File: src/rtl/demux_stream_n.sv
// 1-to-NUM_CH valid/ready stream demultiplexer with one registered holding slot per channel.
// Optional per-channel take counters and a drop counter are built when DEMUX_STATS_EN is defined.
module demux_stream_n #(
   parameter int DATA_W = 8,
   parameter int NUM_CH = 4,
   parameter int SEL_W  = $clog2(NUM_CH)
) (
   input  logic                     clk,
   input  logic                     rst_n,
   input  logic [DATA_W-1:0]        in_data,
   input  logic [SEL_W-1:0]         in_sel,
   input  logic                     in_valid,
   output logic                     in_ready,
   output logic [NUM_CH*DATA_W-1:0] out_data,
   output logic [NUM_CH-1:0]        out_valid,
   input  logic [NUM_CH-1:0]        out_ready,
   output logic                     sel_err
`ifdef DEMUX_STATS_EN
   ,
   output logic [NUM_CH*16-1:0]     beat_cnt,
   output logic [15:0]              drop_cnt
`endif
);

   // Handshake: a beat moves when in_valid & in_ready are both high at a rising edge; a
   // slot is handed over when out_valid[k] & out_ready[k]. in_ready never looks at in_valid.
   logic              sel_oor;
   logic              accept;
   logic [NUM_CH-1:0] hit;
   logic [NUM_CH-1:0] slot_free;

   assign sel_oor   = int'(in_sel) >= NUM_CH;
   assign slot_free = ~out_valid | out_ready;

   always_comb begin
      hit = '0;
      for (int k = 0; k < NUM_CH; k++) begin
         hit[k] = (int'(in_sel) == k);
      end
   end

   // Out-of-range selects are always accepted so a bad beat can never wedge the producer.
   assign in_ready = sel_oor | (|(hit & slot_free));
   assign accept   = in_valid & in_ready;

   always_ff @(posedge clk or negedge rst_n) begin
      if (!rst_n) begin
         out_valid <= '0;
         out_data  <= '0;
         sel_err   <= 1'b0;
      end else begin
         sel_err <= accept & sel_oor;
         for (int k = 0; k < NUM_CH; k++) begin
            if (accept && hit[k]) begin
               out_valid[k]                  <= 1'b1;
               out_data[k*DATA_W +: DATA_W]  <= in_data;
            end else if (out_ready[k]) begin
               out_valid[k] <= 1'b0;
            end
         end
      end
   end

`ifdef DEMUX_STATS_EN
   logic [NUM_CH-1:0] take;

   assign take = out_valid & out_ready;

   always_ff @(posedge clk or negedge rst_n) begin
      if (!rst_n) begin
         beat_cnt <= '0;
         drop_cnt <= '0;
      end else begin
         for (int k = 0; k < NUM_CH; k++) begin
            if (take[k]) begin
               beat_cnt[k*16 +: 16] <= beat_cnt[k*16 +: 16] + 16'd1;
            end
         end
         if (accept && sel_oor) begin
            drop_cnt <= drop_cnt + 16'd1;
         end
      end
   end
`endif

endmodule
File: config.mk
export PLATFORM = sky130hd
export DESIGN_NAME = demux_stream_n
export DESIGN_NICKNAME = d
export VERILOG_FILES = /design/src/rtl/demux_stream_n.sv
export SDC_FILE = /design/constraint.sdc
export NUM_CORES = 1
export LEC_CHECK = 0
export BUFFER_PORTS_ARGS = -buffer_cell sky130_fd_sc_hd__buf_2
export CAP_MARGIN = 25
export CORE_AREA = 2 2 48 84
export DETAILED_ROUTE_END_ITERATION = 6
export DIE_AREA = 0 0 50 86
export PLACE_DENSITY_LB_ADDON = 0.05
export SLEW_MARGIN = 20
export SYNTH_ARGS = -nofsm -noshare
export SYNTH_HDL_FRONTEND = slang
export SYNTH_SLANG_ARGS = --single-unit
File: constraint.sdc
create_clock -name clk -period 1.2 [get_ports clk]
set_input_delay 0.06 -clock clk [delete_from_list [all_inputs] [get_ports clk]]
set_output_delay 0.06 -clock clk [all_outputs]
set_load 0.02 [all_outputs]
After elaboration in Yosys (flattened, before gate mapping)
Index checks and enable logic that the tools add are counted.
{"block": "word_totals", "ff_bits": 36, "inputBits": 17, "output_inout_bits": 38, "wordCells": 33}
{"block": "classes", "n_eq_ne": 3, "muxes": 8, "bitwise": 4, "n_reduce_logical": 10}
{"operator": "$mux 1", "n": 8}
{"operator": "$reduce_bool 2->1", "n": 4}
{"operator": "$and 4x4->4", "n": 1}
{"operator": "$eq 2x2->1 const B", "n": 2}
{"operator": "$logic_and 1x1->1", "n": 4}
{"operator": "$not 4->4", "n": 1}
{"operator": "$or 4x4->4", "n": 1}
{"operator": "$reduce_or 4->1", "n": 1}
{"operator": "$eq 2x1->1 const B", "n": 1}
{"operator": "$logic_not 2->1", "n": 1}
{"operator": "$and 1x1->1", "n": 1}

Depth between registers and ports, before layout
Gate-level depths: netlist of the first run.
{"block": "depth", "word_depth": 7, "mapped_depth": 5, "ltp_nobuf": 3}

Least setup slack after synthesis of the first run
OpenSTA, ideal clock, no wires.
{"block": "synth_path", "kind": "register to register", "startpoint": "register out_valid[2]", "endpoint": "register out_data[16]", "setup_ps": 125, "arrival_time_ps": 1259, "required_time_ps": 1075, "slack_ps": -184, "path_stages_with_launch": 4, "path_buffers": 0, "period_less_slack_ps": 1384, "cell_sequence": "dfrtp_1 > nand2b_1 > nor3b_4 > mux2_2"}
{"block": "synth_via", "elab_chain_len": 6}
{"element": "from (decl)", "line": "15", "text": "output logic [NUM_CH-1:0] out_valid,"}
{"element": "from (signal assigned)", "line": "48", "text": "out_valid <= '0;"}
{"element": "from (signal, indexed assignment)", "line": "55", "text": "out_valid[k] <= 1'b1;"}
{"element": "from (signal, indexed assignment)", "line": "58", "text": "out_valid[k] <= 1'b0;"}
{"element": "$not 4->4", "line": "33", "text": "assign slot_free = ~out_valid | out_ready;"}
{"element": "$or 4x4->4", "line": "33"}
{"element": "$and 4x4->4", "line": "43", "text": "assign in_ready = sel_oor | (|(hit & slot_free));"}
{"element": "$reduce_or 4->1", "line": "43"}
{"element": "$and 1x1->1", "line": "44", "text": "assign accept = in_valid & in_ready;"}
{"element": "$logic_and 1x1->1", "line": "54", "text": "if (accept && hit[k]) begin"}
{"element": "to (signal, indexed assignment)", "line": "56", "text": "out_data[k*DATA_W +: DATA_W] <= in_data;"}
{"element": "to (decl)", "line": "14", "text": "output logic [NUM_CH*DATA_W-1:0] out_data,"}
No other way between the ends.
A chain may end at the register's enable or synchronous reset.

Worst setup path in the final report of the first run
{"block": "layout_path", "startpoint": "register out_valid[3]", "endpoint": "output in_ready"}
{"block": "layout_via", "elab_chain_len": 4}
{"element": "$not 4->4", "line": "33"}
{"element": "$or 4x4->4", "line": "33"}
{"element": "$and 4x4->4", "line": "43"}
{"element": "$reduce_or 4->1", "line": "43"}
{"element": "to (decl)", "line": "13", "text": "output logic in_ready,"}
No other way between the ends.

==> results.toml, run 1 <==
[run_status]
status = "finished with violations"
failed_checks = "negative setup slack"

[worst_setup_path]
max_stage_delay_ns = 0.47
crit_fanout = 2
cp.arrival_ns = 1.45
reg2reg_to = "out_data[23]$_DFFE_PN0P_"
cp_num_cells = 4
end_kind = "output port"
rrSetupSlack_ns = -0.10
critPathBufInv = 2
path_cells = "nand2b_1, buf_4, mux4_2, buf_6"
ff2ff_path_depth = 4
worstPathRequired_ns = 1.14
rr_startpoint = "out_valid[2]$_DFFE_PN0P_"
cp-endpoint = "in_ready"
start_kind = "flop"
critPathKind = "reg2out"
cp_slowest_cell = "mux4_2"
startpoint = "out_valid[3]$_DFFE_PN0P_"
critPathTopFamily = "multiplexers"

[timing]
setup_viol = 25
min_period_over_period_pct = 126
fin_skew_ns = 0.00699
rsz0062_at_grt = "true"
setup_tns_ns = -1.65
fmax_ghz = 0.662
whs_ns = 0.0420
fin_crit_ns = 1.51
slew_viol_final = 0
worst_slack_ns = -0.311
hold_violations = 0

[finish]
layout-drive-gt1-share_pct = 72.0
layout_common_cells = "52 x buf_2, 33 x dfrtp_1, 24 x mux2_4, 8 x mux2_2, 7 x clkbuf_8"
nFillCells = 317
finalNetCount = 174
antennaDiodeCount = 0
layout_commonest_cell = "buf_2"
utilization_pct = 57.4
syn_to_final_growth_pct = 46.1
finalNonFillerCells = 203

[detailed_routing]
drtAntennaViolNets = 0
wire_per_inst_um = 15.7
drt_iter0_drc = 6
drt-total-wl_um = 3180
remaining_drc_errors = 0
vias = 953
dr.pass1.iters = 3
viasPerCell = 4.69

[pwr]
peakVddDrop_v = 0.000980
power_switching_uw = 1070
leakage_uw = 0.00104
p_seq_share_pct = 44.5
switching_share_pct = 30.3
p_per_area_mw_per_mm2 = 1720
comb_power_share_pct = 29.9
intPower_uw = 2470
clockPowerShare_pct = 25.6

[floorplanning]
ios = 55
fp.coreArea_mm2 = 0.00359
die_w_um = 50
die_y_um = 86
initial_core_util_pct = 39.3
die_area_mm2 = 0.00430
rows = 29

[cts]
cts_root_buf = "clkbuf_8"
clockBufferDepth = 2
cts_tree = "done"
worst_skew_pair.late_latency_ns = 0.28
numClockSinks = 36
h-tree-depth = 2
cts-buffers-inserted = 5
path_clk_slew_ns = 0.07

[global_route]
first_global_vias = 998
grt_max_degree = 21
overflow = 0
track_usage_pct = 16.0
grt_first_pass_wirelength_um = 4990
antenna_found_initial = 0

[worst_hold_path]
min_path_type = "in2reg"

[logic_synthesis]
synth_area_mm2 = 0.00141
avgSynthCellArea_um2 = 15.7
synth-seq-cells = 36
ys_warn_count = 0
synthCells = 90
ys_seq_area_share_pct = 63.8
synth_nets = 107
synth_cell_type_count = 14

[run]
maxCapViolCount = 0

[placed_design]
dpl.hpwl_um = 2310
placed_cells_incl_taps = 194
io_buffers = 53
gp_congestion = 0.740
-- registers in the layout (all words and copies together), names as in the netlist --
name       flops
out_valid      4
out_data      32
-- cell families after synthesis --
group / synth area share (%)
AO/OA/AOI/OAI: 0.354
other: 0.265
flip-flops: 63.8
buffers and inverters: 1.59
multiplexers: 27.1
AND/OR/NAND/NOR: 6.91
-- power by group through the flow --
| stage | logic, uW | clock network (uW) | registers (uW) |
|---|---|---|---|
| after detailed placement | 1020 | 0 | 1590 |
| after global routing | 1130 | 1000 | 1600 |
| after CTS | 1070 | 952 | 1580 |
| after floorplan | 335 | 0 | 1890 |
| final | 1060 | 908 | 1580 |
| after global placement | 1000 | 0 | 1590 |
-- worst min path at each step --
stage	endpoint	from	slack [ns]	depth (start not counted)
2_1_floorplan	out_data[0]$_DFFE_PN0P_	rst_n	-0.24	0
3_3_place_gp	out_data[26]$_DFFE_PN0P_	rst_n	0.007	1
3_5_place_dp	out_data[10]$_DFFE_PN0P_	rst_n	0.01	1
4_1_cts	out_valid[1]$_DFFE_PN0P_	out_ready[1]	0.03	3
5_1_grt	out_valid[1]$_DFFE_PN0P_	out_ready[1]	0.04	3
6_report	out_valid[1]$_DFFE_PN0P_	out_ready[1]	0.04	3
-- repair_timing --
| item | in CTS | in global routing |
|---|---|---|
| hold buffers | 1 | 0 |
| cloned | 0 | 1 |
| pin swaps | 0 | 1 |
| gates resized for setup | 17 | 3 |
| setup endpoints to repair | 25 | 33 |
| hold endpoints to repair | 16 | 0 |
| setup buffers | 0 | 0 |
-- through the flow --
step                      cell area, um2  power, uW  setup WS, ns
after floorplan                     1490       2230        -0.165
after global placement              1870       2590        -0.103
after detailed placement            1870       2610        -0.130
after CTS                           2040       3600        -0.328
after global routing                2060       3730        -0.369
final                               2060       3550        -0.311
-- per-layer routing --
metal,global-route usage (%),part of all wire [%]
met1,17.9,40
met2,27.0,54
met3,4.88,4.7
met4,7.58,1.1
met5,0,0
-- cell type report --
| class | count | area [um2] | area share (%) |
|---|---|---|---|
| well taps | 46 | 57.6 | 2.79 |
| multi-input cells | 51 | 624 | 30.3 |
| clock buffers | 7 | 96.3 | 4.67 |
| repair buffers | 63 | 380 | 18.4 |
| flip-flops and latches | 36 | 905 | 43.8 |
-- cells in the mapped netlist, drive strengths merged --
cell type | n | area share [%]
and3 | 1 | 0.44
nand3 | 1 | 0.35
conb | 1 | 0.27
o21ai | 1 | 0.35
nand2b | 4 | 1.8
dfrtp | 36 | 64
nand3b | 1 | 0.80
nand2 | 5 | 1.3
mux2 | 32 | 26
mux4 | 1 | 1.6
buf | 4 | 1.6
nor3b | 1 | 1.3
nor2b | 2 | 0.89
-- worst min-delay path, stage by stage --
cell      delay, ns
buf_2          0.08
nand2b_4       0.11
nand2_1        0.04
Power figures use the tool's default switching activity.
==> run 2, diff against run 1 <==
==> constraint.sdc (replaced) <==
create_clock -name clk -period 1.88 [get_ports clk]
set_input_delay 0.094 -clock clk [delete_from_list [all_inputs] [get_ports clk]]
set_output_delay 0.094 -clock clk [all_outputs]
set_load 0.02 [all_outputs]
==> results.toml, run 2 (synthesized netlist as in run 1, its figures left out) <==
[run_status]
status = "finished clean"

[floorplanning]
die_area_mm2 = 0.00430
initial_core_util_pct = 39.3
die_w_um = 50
rows = 29
fp.coreArea_mm2 = 0.00359
die_y_um = 86
ios = 55

[worst_setup_path]
crit_fanout = 3
worstPathRequired_ns = 1.79
end_kind = "output port"
start_kind = "flop"
critPathKind = "reg2out"
rrSetupSlack_ns = 0.49
cp.arrival_ns = 1.36

[timing]
worstMarginPinSlew_ns = 0.792
fin_crit_ns = 1.45
rsz0062_at_grt = "false"
min_period_over_period_pct = 77.3
slew_viol_final = 0
fmax_ghz = 0.688
fin_skew_ns = 0.00349
slew_headroom_pct = 47.2
hold_violations = 0
setup_viol = 0
setup_tns_ns = 0
whs_ns = 0.0826

[worst_hold_path]
min_path_type = "in2reg"

[global_route]
first_global_vias = 1029
track_usage_pct = 15.6
grt_first_pass_wirelength_um = 4970
grt_max_degree = 37
antenna_found_initial = 0
overflow = 0

[detailed_routing]
wire_per_inst_um = 15.1
vias = 935
drt_iter0_drc = 7
remaining_drc_errors = 0
dr.pass1.iters = 5
drtAntennaViolNets = 0
viasPerCell = 4.77
drt-total-wl_um = 2960

[finish]
layout_commonest_cell = "buf_2"
finalNetCount = 166
layout-drive-gt1-share_pct = 65.3
reg_top3 = "out_data: 32 flops, out_valid: 4 flops"
layout_common_cells = "53 x buf_2, 36 x dfrtp_1, 32 x mux2_2, 7 x clkbuf_8, 5 x nand2_1"
largest_reg_flops = 32
finalNonFillerCells = 196
nFillCells = 324
syn_to_final_growth_pct = 32.0
top_register = "out_data"
postLayoutCellArea_mm2 = 0.00186
antennaDiodeCount = 0

[placed_design]
io_buffers = 53
dpl.hpwl_um = 2170
gp_congestion = 0.693
dpl_cell_area_mm2 = 0.00173
placed_cells_incl_taps = 187

[cts]
h-tree-depth = 2
clockBufferDepth = 2
cts-buffers-inserted = 5
cts_hold_buf = 1
cts_setup_buffers = 0
cts_root_buf = "clkbuf_8"
worst_skew_pair.late_latency_ns = 0.28
cts_tree = "done"
path_clk_slew_ns = 0.07
cts-resized-gates = 0
numClockSinks = 36

[run]
maxCapViolCount = 0

[pwr]
peakVddDrop_v = 0.000897
p_per_area_mw_per_mm2 = 1240
leakage_uw = 0.000907
==> run 2: final cells by class <==
| class | count | area (um2) | area share, % |
|---|---|---|---|
| multi-input combinational | 50 | 489 | 26.2 |
| clock inverter | 1 | 30.0 | 1.61 |
| sequential | 36 | 901 | 48.3 |
| timing repair buffer | 56 | 290 | 15.6 |
| clock buffer | 7 | 96.3 | 5.17 |
| tap | 46 | 57.6 | 3.09 |
==> run 2: through the flow <==
stage / power, uW / setup slack, ns / util (%)
6_report: 2310 / 0.427 / 51.9
5_1_grt: 2430 / 0.360 / 51.9
4_1_cts: 2350 / 0.397 / 51.9
3_5_place_dp: 1610 / 0.484 / 48.1
3_3_place_gp: 1590 / 0.540 / 48.1
2_1_floorplan: 1370 / 0.496 / -
==> run 2: metal layers <==
layer	up-vias	global-route usage, %	wire length [um]
met5	-	0	0
met4	0	6.82	56
met3	6	4.70	195
met2	36	27.9	1630
met1	469	16.5	1070
li1	424	-	-
==> run 2: worst paths after layout <==
| path | from | end | cells past startpoint |
|---|---|---|---|
| worst max-delay path | out_valid[0]$_DFFE_PN0P_ | in_ready | 3 |
| worst min-delay path | in_data[1] | out_data[9]$_DFFE_PN0P_ | 2 |
| worst max register to register | out_valid[1]$_DFFE_PN0P_ | out_data[11]$_DFFE_PN0P_ | 3 |
| worst min register to register | out_data[18]$_DFFE_PN0P_ | out_data[18]$_DFFE_PN0P_ | 1 |
| max in group asynchronous | rst_n | out_data[6]$_DFFE_PN0P_ | 2 |
| min in group asynchronous | rst_n | out_valid[2]$_DFFE_PN0P_ | 2 |
==> run 2: power by group <==
part | switching (uW) | leakage, uW | internal, uW | total, uW
logic | 341 | 0.000411 | 242 | 582
clock network | 264 | 0.0000645 | 468 | 732
registers | 71.2 | 0.000431 | 927 | 998
==> run 2: worst max-delay path, cell delays in order (launching register included) <==
cell and delay (ns):
dfrtp_1 0.34, nand2b_1 0.11, mux4_2 0.46, buf_2 0.17
==> run 3, diff against run 2 <==
==> constraint.sdc (replaced) <==
create_clock -name clk -period 1.5 [get_ports clk]
set_input_delay 0.075 -clock clk [delete_from_list [all_inputs] [get_ports clk]]
set_output_delay 0.075 -clock clk [all_outputs]
set_load 0.02 [all_outputs]
==> results.toml, run 3 (synthesized netlist as in run 1, its figures left out) <==
[floorplanning]
ios = 55
die_y_um = 86
rows = 29
initial_core_util_pct = 39.3
die_w_um = 50
die_area_mm2 = 0.00430
fp.coreArea_mm2 = 0.00359

[pwr]
leakage_uw = 0.000908
p_per_area_mw_per_mm2 = 1430
peakVddDrop_v = 0.000894

[global_route]
grt_first_pass_wirelength_um = 4660
first_global_vias = 945
grt_max_degree = 20
track_usage_pct = 15.0
overflow = 0
antenna_found_initial = 0

[finish]
reg_top3 = "out_data: 32 flops, out_valid: 4 flops"
layout_common_cells = "52 x buf_2, 36 x dfrtp_1, 32 x mux2_2, 6 x clkbuf_8, 5 x nand2_1"
layout-drive-gt1-share_pct = 65.4
syn_to_final_growth_pct = 32.6
multi_input_area_um2 = 489
largest_reg_flops = 32
finalNetCount = 169
register_area_um2 = 901
nFillCells = 338
top_register = "out_data"
antennaDiodeCount = 0
finalNonFillerCells = 199
layout_commonest_cell = "buf_2"

[cts]
cts-buffers-inserted = 5
cts_root_buf = "clkbuf_8"
clockBufferDepth = 2
numClockSinks = 36
cts_tree = "done"
path_clk_slew_ns = 0.07
worst_skew_pair.late_latency_ns = 0.28
h-tree-depth = 2

[run_status]
status = "finished clean"

[timing]
fin_skew_ns = 0.00543
slew_viol_final = 0
hold_violations = 0
rsz0062_at_grt = "false"
min_period_over_period_pct = 94.8
fmax_ghz = 0.703
setup_viol = 0
setup_tns_ns = 0
fin_crit_ns = 1.42

[placed_design]
gp_congestion = 0.658
placed_cells_incl_taps = 189
io_buffers = 53
dpl.hpwl_um = 2200

[detailed_routing]
drt-total-wl_um = 2970
remaining_drc_errors = 0
dr.pass1.iters = 4
drtAntennaViolNets = 0
drt_iter0_drc = 7
wire_per_inst_um = 14.9
vias = 939
viasPerCell = 4.72

[worst_setup_path]
start_kind = "flop"
end_kind = "output port"
critPathKind = "reg2out"
crit_fanout = 3
cp.arrival_ns = 1.35
worstPathRequired_ns = 1.42

[run]
maxCapViolCount = 0

[worst_hold_path]
min_path_type = "in2reg"
-- run 3: cell count changes in the layout (fill, tap and decap cells not counted), sizes merged --
cell and change:
buf +3, bufinv -1, clkinvlp +1
-- run 3: where the power goes --
| group | switching (uW) | internal, uW |
|---|---|---|
| Combinational | 427 | 312 |
| Clock | 322 | 373 |
| Sequential | 90.4 | 1160 |
| Total | 839 | 1850 |
-- run 3: path summary, 6_finish.rpt --
path                       slack, ns  cells after the start                  endpoint                     start
min                             0.07                      2  out_data[24]$_DFFE_PN0P_                in_data[0]
max                             0.08                      3                  in_ready  out_valid[2]$_DFFE_PN0P_
max in group asynchronous       0.65                      3  out_data[17]$_DFFE_PN0P_                     rst_n
min reg2reg                     0.50                      1  out_data[12]$_DFFE_PN0P_  out_data[12]$_DFFE_PN0P_
max reg2reg                     0.10                      5  out_data[31]$_DFFE_PN0P_  out_valid[3]$_DFFE_PN0P_
min in group asynchronous       0.26                      2  out_data[21]$_DFFE_PN0P_                     rst_n
-- run 3: repair_timing --
action / in CTS / in global routing
hold buffers: 1 / 0
buffers inserted: 0 / 1
endpoints found under the setup margin: 0 / 1
gates resized for setup: 0 / 2
endpoints found under the hold margin: 18 / 0
-- run 3: cell type report --
cell class              count  area share [%]
repair buffers             59            17.7
clock buffers               7            4.61
clock inverters             1           0.401
multi-input cells          50            26.1
well taps                  46            3.07
flip-flops and latches     36            48.1
-- run 3: layer usage --
| layer | GRT usage, % | routed length, um |
|---|---|---|
| met1 | 16.6 | 1120 |
| met2 | 25.2 | 1640 |
| met3 | 5.40 | 181 |
| met4 | 6.82 | 23 |
| met5 | 0 | 0 |
-- run 3: per-stage QoR --
stage | area [um2] | setup WS [ns] | hold slack, ns | total power, uW | utilization (%)
final | 1870 | 0.0782 | 0.0702 | 2690 | 52.1
after global routing | 1870 | 0.00915 | 0.0591 | 2840 | 52.1
after CTS | 1860 | 0.0359 | 0.0591 | 2740 | 51.8
after detailed placement | 1760 | 0.183 | 0.0291 | 2020 | 48.9
after global placement | 1760 | 0.220 | 0.0217 | 2000 | 48.9
after floorplan | 1410 | 0.116 | -0.221 | 1720 | -
-- run 3: critical path, stage by stage, from the launching register on --
cell      delay, ns
dfrtp_1        0.36
nand2b_1       0.09
mux4_2         0.48
buf_6          0.15
